**src/rtl/inst_loader_pkg.sv**
```systemverilog
// Shared types and constants for the instruction RAM loader.
//   state_t        : loader FSM states
//   BYTES_PER_WORD : bytes packed into one instruction word
//   WORD_W         : instruction word width
package inst_loader_pkg;

    typedef enum logic [1:0] {
        IDLE = 2'd0,
        RECV = 2'd1,
        DONE = 2'd2
    } state_t;

    localparam int BYTES_PER_WORD = 4;
    localparam int WORD_W         = 32;

endpackage

```
**src/rtl/inst_ram.sv**
```systemverilog
// DEPTH x WORD_W instruction store.
//   clk, resetn : clock, async active-low reset (clears every word to a nop)
//   we, waddr, wdata : synchronous write port
//   raddr, rdata     : asynchronous read port; out-of-range addresses read 0
module inst_ram
    import inst_loader_pkg::*;
#(
    parameter int DEPTH = 32,
    parameter int AW    = 5
) (
    input  logic              clk,
    input  logic              resetn,
    input  logic              we,
    input  logic [AW-1:0]     waddr,
    input  logic [WORD_W-1:0] wdata,
    input  logic [AW-1:0]     raddr,
    output logic [WORD_W-1:0] rdata
);

    logic [WORD_W-1:0] mem [DEPTH];

    always_ff @(posedge clk or negedge resetn) begin
        if (!resetn) begin
            for (int i = 0; i < DEPTH; i++) mem[i] <= '0;
        end else begin
            for (int i = 0; i < DEPTH; i++)
                if (we && waddr == AW'(i)) mem[i] <= wdata;
        end
    end

    // Addresses past DEPTH return a nop rather than aliasing a real word.
    always_comb begin
        rdata = '0;
        if (32'(raddr) < DEPTH) rdata = mem[raddr];
    end

endmodule

```
**src/rtl/inst_ram_loader.sv**
```systemverilog
// Reprogrammable instruction memory with a byte-stream loader.
//   clk, resetn            : clock, async active-low reset
//   load_start, load_len   : begin a load of load_len words (clamped to DEPTH)
//   load_abort             : stop an active load, keeping words already written
//   byte_valid/byte_data/byte_ready : byte stream, big-endian within each word
//   load_busy, load_done, load_err  : status; done/err are one-cycle pulses
//   words_loaded           : words written by the current or last load
//   fetch_addr, fetch_inst : CPU fetch port, combinational
module inst_ram_loader
    import inst_loader_pkg::*;
#(
    parameter int DEPTH = 32,
    parameter int AW    = 5
) (
    input  logic              clk,
    input  logic              resetn,
    input  logic              load_start,
    input  logic [AW:0]       load_len,
    input  logic              load_abort,
    input  logic              byte_valid,
    input  logic [7:0]        byte_data,
    output logic              byte_ready,
    output logic              load_busy,
    output logic              load_done,
    output logic              load_err,
    output logic [AW:0]       words_loaded,
    input  logic [AW-1:0]     fetch_addr,
    output logic [WORD_W-1:0] fetch_inst
);

    localparam int          BCW     = $clog2(BYTES_PER_WORD);
    localparam logic [AW:0] DEPTH_L = (AW+1)'(DEPTH);
    localparam logic [AW:0] ONE_W   = (AW+1)'(1);

    state_t            state;
    logic [AW:0]       len;
    logic [AW-1:0]     wr_ptr;
    logic [BCW-1:0]    byte_cnt;
    logic [WORD_W-9:0] asm_q;   // leading bytes of the word being assembled

    logic              accept;
    logic              we;
    logic [WORD_W-1:0] wdata;
    logic [AW:0]       wl_next;
    logic [AW:0]       len_clamp;

    // Abort wins over a byte presented in the same cycle.
    always_comb begin
        accept    = (state == RECV) && byte_valid && !load_abort;
        we        = accept && (byte_cnt == BCW'(BYTES_PER_WORD - 1));
        wdata     = {asm_q, byte_data};
        wl_next   = words_loaded + ONE_W;
        len_clamp = (load_len > DEPTH_L) ? DEPTH_L : load_len;
    end

    assign byte_ready = (state == RECV);
    assign load_busy  = (state != IDLE);

    always_ff @(posedge clk or negedge resetn) begin
        if (!resetn) begin
            state        <= IDLE;
            len          <= '0;
            wr_ptr       <= '0;
            byte_cnt     <= '0;
            asm_q        <= '0;
            words_loaded <= '0;
            load_done    <= 1'b0;
            load_err     <= 1'b0;
        end else begin
            load_done <= 1'b0;
            load_err  <= 1'b0;
            case (state)
                IDLE: if (load_start) begin
                    len          <= len_clamp;
                    wr_ptr       <= '0;
                    byte_cnt     <= '0;
                    words_loaded <= '0;
                    if (len_clamp == '0) begin
                        state     <= DONE;
                        load_done <= 1'b1;
                    end else begin
                        state <= RECV;
                    end
                end
                RECV: if (load_abort) begin
                    state    <= IDLE;
                    load_err <= 1'b1;
                    byte_cnt <= '0;
                end else if (accept) begin
                    byte_cnt <= byte_cnt + BCW'(1);
                    asm_q    <= {asm_q[WORD_W-17:0], byte_data};
                    if (we) begin
                        wr_ptr       <= wr_ptr + AW'(1);
                        words_loaded <= wl_next;
                        if (wl_next == len) begin
                            state     <= DONE;
                            load_done <= 1'b1;
                        end
                    end
                end
                DONE:    state <= IDLE;
                default: state <= IDLE;
            endcase
        end
    end

    inst_ram #(.DEPTH(DEPTH), .AW(AW)) u_ram (
        .clk    (clk),
        .resetn (resetn),
        .we     (we),
        .waddr  (wr_ptr),
        .wdata  (wdata),
        .raddr  (fetch_addr),
        .rdata  (fetch_inst)
    );

endmodule

```
**config.mk**
```make
export PLATFORM = sky130hd
export DESIGN_NAME = inst_ram_loader
export DESIGN_NICKNAME = d
export VERILOG_FILES = /design/src/rtl/inst_loader_pkg.sv /design/src/rtl/inst_ram.sv /design/src/rtl/inst_ram_loader.sv
export SDC_FILE = /design/constraint.sdc
export NUM_CORES = 1
export LEC_CHECK = 0
export ABC_CLOCK_PERIOD_IN_PS = 6700
export BUFFER_PORTS_ARGS = -buffer_cell sky130_fd_sc_hd__buf_2
export CORE_UTILIZATION = 30
export CTS_CLUSTER_DIAMETER = 60
export CTS_CLUSTER_SIZE = 28
export DETAILED_ROUTE_END_ITERATION = 10
export GPL_TIMING_DRIVEN = 0
export SLEW_MARGIN = 25
export SYNTH_ARGS = -nofsm -noshare
export SYNTH_HDL_FRONTEND = slang
export SYNTH_HIERARCHICAL = 1
export SYNTH_SLANG_ARGS = --single-unit
export TNS_END_PERCENT = 10
```
**constraint.sdc**
```tcl
create_clock -name clk -period 6.7 [get_ports clk]
set_input_delay 1.34 -clock clk [delete_from_list [all_inputs] [get_ports clk]]
set_output_delay 1.34 -clock clk [all_outputs]
set_load 0.02 [all_outputs]
```
-- After elaboration in Yosys (flattened, before gate mapping)
Cells that the tools add are included.
- add/subtract/negate cells: 3
- magnitude comparators: 2
- equality and inequality tests: 41
- multiplexer cells: 34
- bitwise logic cells: 2
- reductions and logical operators: 46
- operators with widths (cell ; number):
    binary-select mux 32 bit (select 5 bit) ; 1
    equality test 5 bit (second input constant) ; 16
    two-way mux 32 bit ; 2
    equality test 5 x 4 -> 1 bit (second input constant) ; 8
    logical AND 1 bit ; 35
    two-way mux 6 bit ; 5
    equality test 5 x 3 -> 1 bit (second input constant) ; 4
    two-way mux 5 bit ; 4
    two-way mux 2 bit ; 9
    one-hot mux 6 bit (2 select lines) ; 1
    equality test 5 x 2 -> 1 bit (second input constant) ; 2
    one-hot mux 5 bit (2 select lines) ; 1
    inequality test 3 x 2 -> 1 bit (second input constant) ; 3
    two-way mux 1 bit ; 8
    one-hot mux 2 bit (2 select lines) ; 2
    adder 6 x 1 -> 6 bit (second input constant) ; 1
    equality test 6 bit ; 1
    greater-or-equal comparator 6 bit (second input constant) ; 1
    greater-than comparator 6 bit (second input constant) ; 1
    logical NOT 6 bit ; 1
    NOT 5 -> 6 bit ; 1
    AND reduction 3 bit ; 2
    adder 5 x 1 -> 5 bit (second input constant) ; 1
    equality test 5 x 1 -> 1 bit (second input constant) ; 1
    14 further kinds ; 17
- register bits: 1071
- input port bits: 24
- output and inout port bits: 42
- word-level logic and storage cells: 168

-- Depth between registers and ports, before layout
- word-level depth: 8
- gate-level depth with buffers: 10
- depth with buffers taken out: 7

-- By module
The synthesis kept the hierarchy.
- by module, submodules not included (module ; instances ; cells each ; area an instance (um^2) ; seq. area each (um^2)):
    inst_ram ; 1 ; 3452 ; 47045.1 ; 25624.6
    inst_ram_loader ; 1 ; 181 ; 2095.8 ; 1176.1

-- Least setup slack after synthesis
OpenSTA, ideal clock, no wires.
- kind: input-to-output
- start: input port fetch_addr[1]
- end: output port fetch_inst[25]
- data arrival time: 2.739 ns
- data required time: 5.360 ns
- slack: 2.621 ns
- stages on the path: 8
- path buffers: 4
- cell sequence: buf_2 buf_2 buf_2 buf_4 mux2i_1 a22oi_1 a31oi_1 nand3_1
- longest elaborated chain between the ends: 4
- RTL lines (element ; line ; text):
    from (decl) ; inst_ram_loader.sv:27 ; input logic [AW-1:0] fetch_addr,
    NOT 5 -> 6 bit (not written as such) ; inst_ram.sv:34 ; if (32'(raddr) < DEPTH) rdata = mem[raddr];
    binary-select mux 32 bit (select 5 bit) ; inst_ram.sv:34 ;
    two-way mux 32 bit (not written as such) (2 in a row) ; inst_ram.sv:34 ;
    to (decl) ; inst_ram_loader.sv:28 ; output logic [WORD_W-1:0] fetch_inst
No other way between the ends. The select of a mux whose other input is x is not followed.

-- Worst setup path after layout
- start: input port fetch_addr[1]
- end: output port fetch_inst[12]
Same word-level chain as after synthesis.

==> reports/metrics.cfg <==
[outcome]
outcome = finished, final reports clean

[run]
cap_violations = 0

[sta]
slew_headroom = 0.2756
drv_slew = 0
setup_ws_ns = 1.030
tightest_slew_ns = 1.087
final-hold-violation-count = 0
finalCriticalPeriod_ns = 5.671
min_period_over_period = 0.8463
fin_setup_tns_ns = 0
grt_setup_unrepaired = false
clock_skew_ns = 0.03700
setup_viol = 0
fmax_mhz = 176.4

[critical_path]
timing.rr.start = state[1]$_DFFE_PN0P_
critical_path_peak_fanout = 10
regToRegSetupSlack_ns = 3.43
cp-startpoint = fetch_addr[1]
worstSetupEndpoint = fetch_inst[12]
required_ns = 5.36
end_kind = output port
worstReg2RegEnd = u_ram/mem[613]$_DFFE_PN0P_
path_class = in -> out
start_kind = input pin
reg2reg_depth = 8
cp.arrival_ns = 4.33

[route]
avgViaCountPerCell = 4.949
via_count = 29980
ant_nets = 0
wirelength_um = 136900
drt_iter0_markers = 2140
post-route-drc-count = 0
wire_per_inst_um = 22.59
drt-pass1-iter-count = 5

[global_route]
grt_pass1_vias = 31160
grt_use_total = 0.1665
grt_pass1_wl_um = 206200
antenna_found_initial = 16
grt_max_degree = 128
grt-ovfl-total = 0

[synthesis]
avgSynthCellArea_um2 = 13.53
syn_area_um2 = 49140
synth_flop_cell = dfrtp_1
synth-edff-count = 0
synth.cells.most_frequent = 1071 x dfrtp_1, 1031 x mux2_2, 513 x mux2i_1
synth_top_area_share = 0.5454
yosysTopAreaCell = dfrtp_1
yosysSeqAreaShare = 0.5454
synth.area.top_cells = dfrtp_1 55%, mux2_2 24%, mux2i_1 10%
synth_fp_nets = 3660
ys_warn_count = 6
ys_ff_latch = 1071
synth_most_common_cell = dfrtp_1
ys_types = 43
netlist_instances = 3633
synthArstFlopShare = 1.000

[clock_tree]
cts_buffers = 92
cts_tree = yes
clk_latency_ns = 0.73
clk_pin_slew_ns = 0.09
cts.sinks = 1071
clockRootBuffer = clkbuf_16
cts_buffer_depth = 3
cts_resized = 0
hold_buffers = 0
cts_setup_buffers = 0
htreeDepth = 3

[die]
ios = 66
dieArea_um2 = 165400
die_y_um = 406.7
rows = 148
die_w_um = 406.7
start_util = 0.3019
core_region_area_um2 = 162800

[place]
place_area_um2 = 52510
place_congestion = 0.8256
io_buffers = 64
dpl.hpwl_um = 100800
detailedPlace.worstSlack_ns = 1.158

[power_and_ir_drop]
total_power_mw = 14.17
max-vdd-ir-drop_v = 0.0001961
p_leak_nw = 27.83
p_per_area_nw_per_um2 = 253.8

[finish]
drive_gt1_frac = 0.3779
nets = 3829
multiInputGateArea_um2 = 20840
area_growth_pct = 13.63
fin_area_um2 = 55840
n_fill_cell = 15880
fin_util = 0.3430
regArea_um2 = 26800

[hold_path]
worst_hold_path_type = in -> async

## state kept, by name, summed over array words and instances (netlist names)
name	cells
u_ram/mem	1024
load_done	1
state	2
asm_q	24
byte_cnt	2
len	6
load_err	1
wr_ptr	5
words_loaded	6
## worst min path at each step
| stage | end | depth (start not counted) | slack [ns] |
|---|---|---|---|
| 2_1_floorplan | u_ram/mem[101]$_DFFE_PN0P_ | 1 | 0.46 |
| 3_3_place_gp | u_ram/mem[101]$_DFFE_PN0P_ | 1 | 0.47 |
| 3_5_place_dp | u_ram/mem[226]$_DFFE_PN0P_ | 1 | 0.47 |
| 4_1_cts | u_ram/mem[133]$_DFFE_PN0P_ | 1 | 0.37 |
| 5_1_grt | u_ram/mem[100]$_DFFE_PN0P_ | 1 | 0.39 |
| 6_report | u_ram/mem[133]$_DFFE_PN0P_ | 1 | 0.40 |
## area by class of cell
| type | instances | share of cell area |
|---|---|---|
| Clock inverter | 75 | 0.01681 |
| Clock buffer | 96 | 0.04262 |
| Sequential cell | 1071 | 0.4800 |
| Tap cell | 2175 | 0.04874 |
| Inverter | 3 | 0.0002017 |
| Antenna cell | 3 | 0.0001344 |
| Buffer | 330 | 0.02709 |
| Multi-Input combinational cell | 2229 | 0.3733 |
| Timing Repair Buffer | 75 | 0.01114 |
## critical path, stage by stage
cell      delay (ns)
buf_2           0.14
clkbuf_1        0.82
buf_2           0.53
mux2i_1         0.32
a22oi_1         0.12
a31oi_1         0.48
nand3_1         0.30
buf_2           0.25
## through the flow
| step | instances | hold slack (ns) |
|---|---|---|
| after CTS | 6054 | 0.3654 |
| final | 6057 | 0.4039 |
| after detailed placement | 5883 | 0.4740 |
| after global routing | 6054 | 0.3868 |
| after global placement | 5872 | 0.4663 |
| after floorplan | 3633 | 0.4574 |
## per-layer routing
| layer | vias up | share of wire | global-route usage |
|---|---|---|---|
| li1 | 13490 | - | - |
| met1 | 15750 | 0.46 | 0.2275 |
| met2 | 556 | 0.46 | 0.2661 |
| met3 | 179 | 0.047 | 0.02835 |
| met4 | 14 | 0.030 | 0.05547 |
| met5 | - | 0.00066 | 0 |
## cell families after synthesis
kind of cell	share of synthesized area
buf+inv	0.03091
fa+ha+maj	0.0007639
simple gates	0.03381
mux	0.3449
flops	0.5454
compound gates	0.04265
xor+xnor	0.001604
## cell usage in the layout (no fill, tap or decap), types with 4 or more instances in the layout
cell,synthesis,layout
dfrtp_1,1071,1071
mux2_2,1031,1031
mux2i_1,513,513
buf_2,149,212
clkbuf_1,150,146
nand2_1,130,130
nand3_1,102,102
a21oi_1,98,98
a22oi_1,96,96
clkbuf_16,0,94
a22o_1,64,64
nor3_1,37,37
a31oi_1,32,32
nor2_1,26,23
buf_4,20,20
mux2_1,18,18
o21ai_0,17,17
inv_8,0,16
clkinv_8,0,14
nand2b_1,12,12
clkinvlp_4,0,12
buf_16,0,10
buf_1,10,10
inv_6,0,8
nor2b_1,7,7
inv_16,0,7
xor2_1,6,6
inv_12,0,6
clkinv_4,0,6
and2_1,4,4
clkinv_2,0,4
clkbuf_2,0,4
## power by group
group | internal (mW) | switching, mW
sequential | 6.53 | 0.211
clock | 2.85 | 2.94
combinational | 0.371 | 1.26
Note: power is estimated with default switching activity, not from simulation.
